--- config.mk ---
export PLATFORM = sky130hd
export DESIGN_NAME = uart_rx_os
export DESIGN_NICKNAME = d
export VERILOG_FILES = /design/src/rtl/uart_rx_os.sv
export SDC_FILE = /design/constraint.sdc
export NUM_CORES = 1
export LEC_CHECK = 0
export ABC_AREA = 1
export CAP_MARGIN = 5
export CORE_ASPECT_RATIO = 1.1
export CORE_MARGIN = 2
export CORE_UTILIZATION = 57
export CTS_BUF_LIST = sky130_fd_sc_hd__clkbuf_16
export CTS_CLUSTER_DIAMETER = 150
export DETAILED_ROUTE_END_ITERATION = 8
export PLACE_DENSITY = 0.76
export SLEW_MARGIN = 20
export SYNTH_ARGS = -nofsm -noshare
export SYNTH_HDL_FRONTEND = slang
export SYNTH_SLANG_ARGS = --single-unit
--- constraint.sdc ---
create_clock -name clk -period 2.25 [get_ports clk]
set_clock_uncertainty 0.05 [all_clocks]
set_input_delay 0.45 -clock clk [delete_from_list [all_inputs] [get_ports clk]]
set_output_delay 0.45 -clock clk [all_outputs]
set_load 0.1 [all_outputs]
--- src/rtl/uart_rx_os.sv ---
// uart_rx_os: 16x-oversampling 8N1 UART receiver with mid-bit sampling,
// glitch rejection, framing-error detection and ready/valid output.
module uart_rx_os #(
  parameter int CLK_FREQ   = 100_000_000,
  parameter int BAUD_RATE  = 9600,
  parameter int OVERSAMPLE = 16
) (
  input  logic       clk,
  input  logic       rst,
  input  logic       rx,
  output logic [7:0] rx_data,
  output logic       rx_valid,
  input  logic       rx_ready,
  output logic       frame_err,
  output logic       overrun,
  output logic       busy
);

  localparam int DIV = CLK_FREQ / (BAUD_RATE * OVERSAMPLE);
  localparam int DW  = $clog2(DIV);
  localparam int OW  = $clog2(OVERSAMPLE);

  localparam logic [DW-1:0] DIV_LAST = DW'(DIV - 1);
  localparam logic [OW-1:0] OS_LAST  = OW'(OVERSAMPLE - 1);
  localparam logic [OW-1:0] OS_MID   = OW'(OVERSAMPLE / 2 - 1);

  typedef enum logic [1:0] {
    IDLE,
    START,
    DATA,
    STOP
  } state_t;

  state_t        state;
  logic          rx_meta;
  logic          rxs;
  logic          rxs_q;
  logic [DW-1:0] div_cnt;
  logic [OW-1:0] os_cnt;
  logic [2:0]    bit_cnt;
  logic [7:0]    shreg;
  logic          tick;
  logic          fall;
  logic          os_wrap;

  assign tick    = (state != IDLE) && (div_cnt == DIV_LAST);
  assign fall    = rxs_q && !rxs;
  assign os_wrap = (os_cnt == OS_LAST);

  always_ff @(posedge clk or posedge rst) begin
    if (rst) begin
      rx_meta <= 1'b1;
      rxs     <= 1'b1;
      rxs_q   <= 1'b1;
    end else begin
      rx_meta <= rx;
      rxs     <= rx_meta;
      rxs_q   <= rxs;
    end
  end

  always_ff @(posedge clk or posedge rst) begin
    if (rst) begin
      state     <= IDLE;
      div_cnt   <= '0;
      os_cnt    <= '0;
      bit_cnt   <= '0;
      shreg     <= '0;
      rx_data   <= '0;
      rx_valid  <= 1'b0;
      frame_err <= 1'b0;
      overrun   <= 1'b0;
      busy      <= 1'b0;
    end else begin
      frame_err <= 1'b0;
      overrun   <= 1'b0;
      if (rx_valid && rx_ready)
        rx_valid <= 1'b0;
      // Counters idle at zero so tick phase follows the start edge
      if (state == IDLE) begin
        div_cnt <= '0;
        os_cnt  <= '0;
      end else begin
        div_cnt <= tick ? '0 : div_cnt + 1'b1;
        if (tick)
          os_cnt <= os_wrap ? '0 : os_cnt + 1'b1;
      end
      unique case (state)
        IDLE: begin
          if (fall) begin
            state <= START;
            busy  <= 1'b1;
          end
        end
        START: begin
          if (tick && os_cnt == OS_MID) begin
            if (!rxs) begin
              os_cnt  <= '0;
              bit_cnt <= '0;
              state   <= DATA;
            end else begin
              state <= IDLE;
              busy  <= 1'b0;
            end
          end
        end
        DATA: begin
          if (tick && os_wrap) begin
            shreg   <= {rxs, shreg[7:1]};
            bit_cnt <= bit_cnt + 3'd1;
            if (bit_cnt == 3'd7)
              state <= STOP;
          end
        end
        STOP: begin
          // Leave at mid-stop so a following start edge is not missed
          if (tick && os_wrap) begin
            state <= IDLE;
            busy  <= 1'b0;
            if (rxs) begin
              rx_data  <= shreg;
              rx_valid <= 1'b1;
              overrun  <= rx_valid && !rx_ready;
            end else begin
              frame_err <= 1'b1;
            end
          end
        end
        default: begin
          state <= IDLE;
          busy  <= 1'b0;
        end
      endcase
    end
  end

endmodule

==> metrics.cfg <==
[critical_path]
critPathTopFamily = simple AND/OR/NAND/NOR gates
cp.arrival_ps = 2150
reg2reg_setup_slack_ps = 230
regToRegStartpoint = div_cnt[0]
rr_endpoint = bit_cnt[0]
cpPeakStageDelay_ps = 420
cp-start-kind = register
end_kind = register
path_cells = inv_1 > ha_1 > nand2_1 > nor2_1 > nand3_4 > nor2_8 > nand2_4 > nand2_1 > nand2_1 > nand2_1 > nand2_1
rr_worst_depth = 11
worst-path-buf-inv = 1
cp_slowest_cell = dfrtp_1
cpMostUsedCell = nand2_1
path_class = reg -> reg
cp_max_fo = 17
cp.required_ps = 2380

[status]
outcome = completed

[clock_network]
numClockSinks = 42
cts_root_buf = clkbuf_16
clk_latency_ps = 280
numCtsBuffers = 5
htreeDepth = 2
clk_pin_slew_ps = 60
cts_tree = done
cts_setup_buffers = 0
post_cts_resized = 0
ctsHoldBuffers = 0
clockBufferDepth = 2

[yosys]
synth-seq-cells = 42
ys_types = 28
synth_cells = 220
synth.area.top_cells = dfrtp_1, nand2_1, inv_1
seq_area_frac_synth_pct = 52.99
synthesis.area_mm2 = 0.001991
synth_top_cell_by_area = dfrtp_1
yosys_warnings = 0
syn_avg_cell_area_um2 = 9.048
synth.net_count = 229
yosysTopAreaCellShare_pct = 49.03

[drt]
wl_per_cell_um = 11.54
drc = 0
num_vias = 1450
drt_iter0_drc = 59
wl_mm = 3.346
vias_per_cell = 5.000
dr.pass1.iters = 4
drtAntennaViolNets = 0

[worst_hold_path]
min_from = rx_meta
hold_path_class = reg -> reg
min_delay_path_depth = 0
hold_path_end = rxs

[final_layout]
layout-drive-gt1-share_pct = 17.36
fill_cells = 256
nNetsFinal = 250
fin_area_mm2 = 0.002350
final_util_pct = 70.55
area_growth_pct = 18.04
antenna_cells = 0

[global_routing]
antenna_found_initial = 0
overflow = 0
grt_use_total_pct = 21.18
grt_pass1_vias = 1443
grt_pass1_wl_mm = 6.127
grt_max_degree = 43

[timing]
finalCriticalPeriod_ps = 2019
finalSetupViolations = 0
maxSlewViolCount = 0
finalHoldViolCount = 0
setup_ws_ps = 230.6
min_period_over_period_pct = 89.75
setup_tns_ps = 0
rsz0062_at_grt = no
max_freq_ghz = 0.4952
slew_headroom_pct = 66.65
max_slew.worst_pin.slew_ps = 500.2
hold_slack_ps = 309.2

[placement]
gp_congestion = 0.9208
io_buffers = 15
pre_cts_ws_ps = 257.0
dpl_cell_area_mm2 = 0.002156
hpwl_mm = 2.434

[floorplan]
core_mm2 = 0.003331
dieWidth_um = 60.35
die_h_um = 65.98
io-pin-count = 16
dieArea_mm2 = 0.003982
fp-row-count = 22
start_util_pct = 59.77

[pwr]
p_leak_nw = 1.181
ir_drop_uv = 741.2
power.density_mw_per_mm2 = 893.2

[flow_run]
maxCapViolCount = 0

cells in the final DEF (no fill, tap or decap), types with 6 or more instances in the layout:
cell type,n
nand4_1,6
nand3_1,6
o21ai_1,7
nor2_1,17
inv_1,33
buf_4,13
nand2_1,57
dfrtp_1,39
o21ai_2,8
a21oi_1,6
worst max path at each step:
stage | startpoint | end | slack (ps) | cells past startpoint
global placement | div_cnt[0] | bit_cnt[2] | 330 | 11
finish | div_cnt[0] | bit_cnt[0] | 230 | 11
detailed placement | div_cnt[0] | bit_cnt[0] | 260 | 11
global route | div_cnt[0] | bit_cnt[1] | 60 | 11
CTS | div_cnt[0] | bit_cnt[0] | 230 | 11
floorplan | div_cnt[0] | bit_cnt[2] | 500 | 11
cells in the mapped netlist:
cell and count:
nand3_4 2, nor2_1 17, nand2_1 57, o21a_1 1, o21bai_1 1, o22ai_1 1
nand3b_1 2, o21ai_1 7, or2_0 1, inv_1 33, buf_6 2, nor4_1 2
nand3_1 6, xor2_1 4, a21oi_1 6, nor2_2 3, o21ai_2 8, nand4_1 6
ha_1 5, nor3_1 4, dfstp_2 3, or2_2 2, dfrtp_1 39, nor3b_1 1
nand2_4 1, nor2_8 1, nor2_4 1, o21ai_0 4
state kept, by name (all words and copies together) (netlist names), 3 cells and up, named ones only:
signal   cells
shreg        8
rx_data      8
os_cnt       4
div_cnt     10
bit_cnt      3
kinds of logic after synthesis:
group	count (synthesis)	synth area share (%)
AOI/OAI and AO/OA	28	8.863
xor gates and xnor gates	4	1.760
adders and majority gates	5	3.143
buffers and inverters	35	7.354
DFF	42	52.99
and+or+nand+nor	106	25.90
cell type report:
| class | count | area, µm² | share of cell area [%] |
|---|---|---|---|
| well taps | 48 | 60.06 | 2.556 |
| multi-input cells | 143 | 789.5 | 33.60 |
| clock buffers | 5 | 125.1 | 5.325 |
| repair buffers | 16 | 127.6 | 5.431 |
| inverters | 33 | 123.9 | 5.272 |
| clock inverters | 3 | 68.82 | 2.929 |
| flip-flops and latches | 42 | 1055 | 44.89 |
routing by layer:
metal  global-route usage [%]  wire (µm)  vias up
li1                         -          -      741
met5                        0          0        -
met4                    9.722         65        0
met1                    27.45       1619      671
met3                    6.654        150        7
met2                    32.07       1510       31
per-stage QoR:
step / total power (W) / cells
after detailed placement: 0.001192 / 282
final: 0.002099 / 290
after global placement: 0.001187 / 282
after global routing: 0.002210 / 290
after CTS: 0.002119 / 290
after floorplan: 0.001110 / 220
where the power goes:
part           leakage [nW]  internal [W]  switching, W  total [W]
sequential            0.571      0.000800     0.0000484   0.000848
clock                0.0940      0.000637      0.000284   0.000920
combinational         0.516     0.0000900      0.000240   0.000330
Note: power is estimated with default switching activity, not from simulation.
